**config.mk**
```make
export PLATFORM = sky130hd
export DESIGN_NAME = cmd_frame_parser
export DESIGN_NICKNAME = d
export VERILOG_FILES = /design/src/rtl/cmd_frame_parser.sv
export SDC_FILE = /design/constraint.sdc
export NUM_CORES = 1
export LEC_CHECK = 0
export BUFFER_PORTS_ARGS = -buffer_cell sky130_fd_sc_hd__buf_4
export CAP_MARGIN = 10
export CORE_AREA = 2 2 250 252
export CTS_CLUSTER_SIZE = 14
export DETAILED_ROUTE_END_ITERATION = 6
export DIE_AREA = 0 0 252 254
export GPL_ROUTABILITY_DRIVEN = 1
export PLACE_DENSITY = 0.7
export SYNTH_ARGS = -nofsm -noshare
export SYNTH_HDL_FRONTEND = slang
export SYNTH_SLANG_ARGS = --single-unit
```
**constraint.sdc**
```tcl
create_clock -name clk -period 2.5 [get_ports clk]
set_input_delay 0.25 -clock clk [delete_from_list [all_inputs] [get_ports clk]]
set_output_delay 0.25 -clock clk [all_outputs]
set_load 0.05 [all_outputs]
```
**src/rtl/cmd_frame_parser.sv**
```systemverilog
// Host-to-device command frame parser: SOF hunt, CMD/ADDR/DATA capture, CRC-8 and inter-byte timeout.
// Define FRAME_PARSER_STATS_EN to build the saturating stat_* counters; otherwise they read as 0.
module cmd_frame_parser #(
  parameter logic [7:0]  SOF_HOST_TO_DEVICE = 8'hA5,
  parameter int unsigned TIMEOUT_CYCLES     = 100000,
  parameter int unsigned MAX_DATA_BYTES     = 64
) (
  input  logic        clk,
  input  logic        rst,
  input  logic [7:0]  rx_fifo_data,
  input  logic        rx_fifo_empty,
  output logic        rx_fifo_rd_en,
  output logic        frame_valid,
  output logic [7:0]  frame_status,
  output logic [7:0]  frame_cmd,
  output logic [31:0] frame_addr,
  output logic [7:0]  frame_data [0:MAX_DATA_BYTES-1],
  output logic [6:0]  frame_data_count,
  input  logic        frame_consumed,
  output logic        parser_busy,
  output logic [15:0] stat_frames_ok,
  output logic [15:0] stat_crc_err,
  output logic [15:0] stat_timeout,
  output logic [15:0] stat_discard
);

  localparam int unsigned TO_W  = $clog2(TIMEOUT_CYCLES + 1);
  localparam int unsigned IDX_W = $clog2(MAX_DATA_BYTES);

  localparam logic [7:0] ST_OK      = 8'h00;
  localparam logic [7:0] ST_CRC_ERR = 8'h01;
  localparam logic [7:0] ST_BAD_CMD = 8'h02;
  localparam logic [7:0] ST_TIMEOUT = 8'h03;

  typedef enum logic [2:0] {
    S_IDLE, S_CMD, S_ADDR, S_DATA, S_CRC, S_HOLD
  } state_t;

  state_t          state;
  logic [7:0]      crc;
  logic [1:0]      addr_idx;
  logic [6:0]      data_idx;
  logic [6:0]      data_len;
  logic [TO_W-1:0] to_cnt;
  logic            pop;
  logic            in_frame;
  logic            timeout_hit;

  function automatic logic [7:0] crc8_next(input logic [7:0] crc_in, input logic [7:0] din);
    logic [7:0] c;
    c = crc_in ^ din;
    for (int i = 0; i < 8; i++) begin
      c = c[7] ? ({c[6:0], 1'b0} ^ 8'h07) : {c[6:0], 1'b0};
    end
    return c;
  endfunction

  // Pop is combinational so a byte leaves the FIFO in the same cycle it is parsed.
  assign pop           = !rst && !rx_fifo_empty && (state != S_HOLD);
  assign rx_fifo_rd_en = pop;
  assign parser_busy   = (state != S_IDLE);
  assign in_frame      = state inside {S_CMD, S_ADDR, S_DATA, S_CRC};
  assign timeout_hit   = rx_fifo_empty && (to_cnt == TO_W'(TIMEOUT_CYCLES - 1));
  assign data_len      = ({3'b000, frame_cmd[3:0]} + 7'd1) << frame_cmd[5:4];

  always_ff @(posedge clk) begin
    if (rst) begin
      state            <= S_IDLE;
      crc              <= '0;
      addr_idx         <= '0;
      data_idx         <= '0;
      to_cnt           <= '0;
      frame_valid      <= 1'b0;
      frame_status     <= '0;
      frame_cmd        <= '0;
      frame_addr       <= '0;
      frame_data_count <= '0;
      // NOTE: the payload array is reset like any other register because its reset value is visible on frame_data.
      for (int i = 0; i < MAX_DATA_BYTES; i++) frame_data[i] <= '0;
    end else if (in_frame && timeout_hit) begin
      state            <= S_HOLD;
      frame_valid      <= 1'b1;
      frame_status     <= ST_TIMEOUT;
      frame_data_count <= '0;
      to_cnt           <= '0;
    end else begin
      // NOTE: every register here uses <= so all branches see the pre-edge values of state, crc and indices.
      if (in_frame) to_cnt <= pop ? '0 : to_cnt + TO_W'(1);
      case (state)
        S_IDLE: if (pop && rx_fifo_data == SOF_HOST_TO_DEVICE) begin
          state            <= S_CMD;
          crc              <= '0;
          to_cnt           <= '0;
          frame_status     <= ST_OK;
          frame_cmd        <= '0;
          frame_addr       <= '0;
          frame_data_count <= '0;
        end
        S_CMD: if (pop) begin
          frame_cmd <= rx_fifo_data;
          crc       <= crc8_next(crc, rx_fifo_data);
          if (rx_fifo_data[5:4] == 2'b11) begin
            state        <= S_HOLD;
            frame_valid  <= 1'b1;
            frame_status <= ST_BAD_CMD;
          end else begin
            state    <= S_ADDR;
            addr_idx <= '0;
          end
        end
        S_ADDR: if (pop) begin
          frame_addr[{addr_idx, 3'b000} +: 8] <= rx_fifo_data;
          crc      <= crc8_next(crc, rx_fifo_data);
          addr_idx <= addr_idx + 2'd1;
          data_idx <= '0;
          if (addr_idx == 2'd3) state <= frame_cmd[7] ? S_CRC : S_DATA;
        end
        S_DATA: if (pop) begin
          frame_data[data_idx[IDX_W-1:0]] <= rx_fifo_data;
          crc      <= crc8_next(crc, rx_fifo_data);
          data_idx <= data_idx + 7'd1;
          if (data_idx + 7'd1 == data_len) state <= S_CRC;
        end
        S_CRC: if (pop) begin
          state       <= S_HOLD;
          frame_valid <= 1'b1;
          if (rx_fifo_data == crc) begin
            frame_status     <= ST_OK;
            frame_data_count <= frame_cmd[7] ? 7'd0 : data_len;
          end else begin
            frame_status     <= ST_CRC_ERR;
            frame_data_count <= '0;
          end
        end
        S_HOLD: if (frame_consumed) begin
          state       <= S_IDLE;
          frame_valid <= 1'b0;
        end
        default: state <= S_IDLE;
      endcase
    end
  end

`ifdef FRAME_PARSER_STATS_EN
  logic ev_ok, ev_crc, ev_to, ev_disc;

  assign ev_disc = (state == S_IDLE) && pop && (rx_fifo_data != SOF_HOST_TO_DEVICE);
  assign ev_ok   = (state == S_CRC) && pop && (rx_fifo_data == crc);
  assign ev_crc  = (state == S_CRC) && pop && (rx_fifo_data != crc);
  assign ev_to   = in_frame && timeout_hit;

  function automatic logic [15:0] sat_inc(input logic [15:0] v, input logic ev);
    return (ev && v != 16'hFFFF) ? v + 16'd1 : v;
  endfunction

  always_ff @(posedge clk) begin
    if (rst) begin
      stat_frames_ok <= '0;
      stat_crc_err   <= '0;
      stat_timeout   <= '0;
      stat_discard   <= '0;
    end else begin
      stat_frames_ok <= sat_inc(stat_frames_ok, ev_ok);
      stat_crc_err   <= sat_inc(stat_crc_err, ev_crc);
      stat_timeout   <= sat_inc(stat_timeout, ev_to);
      stat_discard   <= sat_inc(stat_discard, ev_disc);
    end
  end
`else
  assign stat_frames_ok = '0;
  assign stat_crc_err   = '0;
  assign stat_timeout   = '0;
  assign stat_discard   = '0;
`endif

endmodule

```
==> out/summary.txt <==
Skew-Pair Late Insertion Delay = 620 ps
Placement Cell Area = 28700 um2
IO Count = 646
Pin slew with the least headroom to its limit = 1150 ps
H-tree level count = 3
Die area = 64000 um2
Fmax = 426 MHz
Main area contributors after synthesis = dfxtp_1, mux2i_1, nor2_1, a21oi_1, nand2_1
Root buf cell = clkbuf_16
Ys Warns = 0
Setup violations, final = 0
CTS buffer count = 67
Global-route wire length before repair = 115000 um
Max_slew headroom = 23.6%
CTS clock-pin slew for the worst setup and hold paths = 60 ps
CTS Buffer Depth = 3
Post-route insts no fill = 3910
Total gr overflow = 0
Fin. max-slew vios = 0
Rows = 91
Hold Vio Cnt, Final = 0
#FFs+latches synth = 599
Ys flop type = dfxtp_1
Pwr Density = 666 nW/um2
Worst path arrival time = 2800 ps
DR pass1 iterations = 5
Final min period = 2350 ps
Final worst-path cycle share = 93.8%
Syn_area_per_cell = 9.38 um2
CP Capture Type = flop
Worst ir drop on vdd = 618 uV
Skew final = 27.9 ps
Residual DRC count = 0
Sequential element share of the synthesized area = 50.8%
Total power draw = 20.6 mW
Antenna-violating nets left = 0
Initial cell density of the core = 38.5%
Die X = 252 um
CP Max Fanout = 11
Critical path class = flop to flop
Post-Synthesis Cell Area = 23600 um2
Required @ worst endpoint = 2950 ps
Cell area after layout = 31000 um2
Detail Placement HPWL = 52100 um
GRT Total Usage = 23.5%
Fin worst setup slack = 155 ps
Initial antenna violation count = 2
Unrepaired setup endpoints after global routing = no
Initial DRC count = 1369
Ys async rst share = 0%
Crit start category = flop
Die height = 254 um
Post-synth top area share = 50.8%
CTS sink count = 599
HP Class = input pin to flop
Placer Congestion = 0.842
Final TNS setup = 0 ps
Static Leakage = 12.8 nW
Total core area = 61300 um2
Final Util = 50.6%
Commonest non-fill, non-tap cell in the layout = buf_4
Area leader, netlist = dfxtp_1
Net count, final = 3092
Largest net degree at the start of global routing = 209
Final WL = 78200 um
Status = finished clean
I/O Buffers = 575
Synthesized instance count = 2515
Layout cells sized above 1 = 27.4%
Vias = 19600
Hold_ws = 215 ps
Most frequent cells in the layout = buf_4, dfxtp_1, nor2_1
Drt wl/cell = 20.0 um
Synthesis-to-layout area growth = 31.4%
TritonCTS clock tree = built
Pre-CTS setup slack = 162 ps
Yosys cell types = 74
Vias in the first global route = 18400
Number of enable flip-flop cells after synthesis = 0
Post-placement cell count = 3787
Max-cap viol count = 0
Post-DR vias/cell = 5.01
layout make-up:
cell class	count	area, um2
Sequential cell	599	12000
Antenna cell	2	5.00
Multi-Input combinational cell	1720	10600
Fill cell	5717	30200
Clock inverter	23	313
Timing Repair Buffer	668	5140
Tap cell	790	988
Clock buffer	94	1920
Inverter	14	52.6
what timing repair did:
action / CTS / global route
gates resized for setup: 0 / 2
hold endpoints to repair: 7 / 0
setup buffers: 0 / 1
setup endpoints to repair: 0 / 6
hold buffers: 3 / 0
flip-flops by register name (all words and copies together) (netlist names):
name and count:
frame_status 2, frame_data 512, frame_valid 1, data_idx 7, state 3, frame_addr 32
to_cnt 17, crc 8, frame_cmd 8, frame_data_count 7, addr_idx 2
final timing paths:
check                   from  cells past startpoint  slack, ps             end
max                 state[0]                      7        150  frame_data[27]
min          rx_fifo_data[4]                      5        220          crc[6]
max reg2reg         state[0]                      7        150  frame_data[27]
min reg2reg   frame_addr[25]                      2        450  frame_addr[25]
Yosys cell counts (3+ instances only):
| library cell | count |
|---|---|
| dfxtp_1 | 599 |
| nor2_1 | 472 |
| mux2i_1 | 412 |
| nand2_1 | 185 |
| a21oi_1 | 163 |
| clkbuf_1 | 132 |
| o21ai_0 | 80 |
| buf_4 | 71 |
| nand3_1 | 58 |
| xnor2_1 | 31 |
| nor2_2 | 30 |
| buf_1 | 29 |
| nor2_4 | 21 |
| o21ai_1 | 21 |
| buf_2 | 19 |
| xor2_1 | 15 |
| a22oi_1 | 13 |
| inv_1 | 13 |
| nand2_2 | 12 |
| nand4_1 | 12 |
| ha_1 | 10 |
| nor3_1 | 10 |
| nor2b_1 | 8 |
| a21o_1 | 7 |
| and2_1 | 7 |
| nand3b_1 | 7 |
| and3_1 | 5 |
| nand3_2 | 5 |
| a31oi_1 | 4 |
| or3_1 | 4 |
| a211oi_1 | 3 |
| o211ai_1 | 3 |
| or2_2 | 3 |
worst max-delay path, stage by stage, from the launching register on:
cell and delay (ps):
dfxtp_1 550, inv_1 150, nor2_4 230, nand4_2 370, nor2_2 440, buf_12 180
mux2i_1 180, nor2_1 70
power by group:
group,total (mW),internal (mW),switching (mW)
logic,1.12,0.238,0.886
clock network,9.92,5.83,4.09
registers,9.59,9.56,0.0292
total,20.6,15.6,5.01
layer usage:
layer,track usage (%),wire [um]
met1,29.2,32400
met2,38.4,36900
met5,0,0
met4,9.28,2790
met3,6.55,6080
cells by family (layout without fill, tap and decap cells):
family / after synthesis / in the layout / share of synthesized area [%]
AND/OR/NAND/NOR: 864 / 864 / 16.6
XOR/XNOR: 46 / 46 / 1.71
adder cells (fa/ha/maj): 10 / 10 / 0.530
AO/OA/AOI/OAI: 318 / 318 / 7.43
flip-flops: 599 / 599 / 50.8
other: 1 / 72 / 0.0159
buffers and inverters: 265 / 799 / 5.45
multiplexers: 412 / 412 / 17.5
No activity file was read; power rests on OpenSTA's default activity.
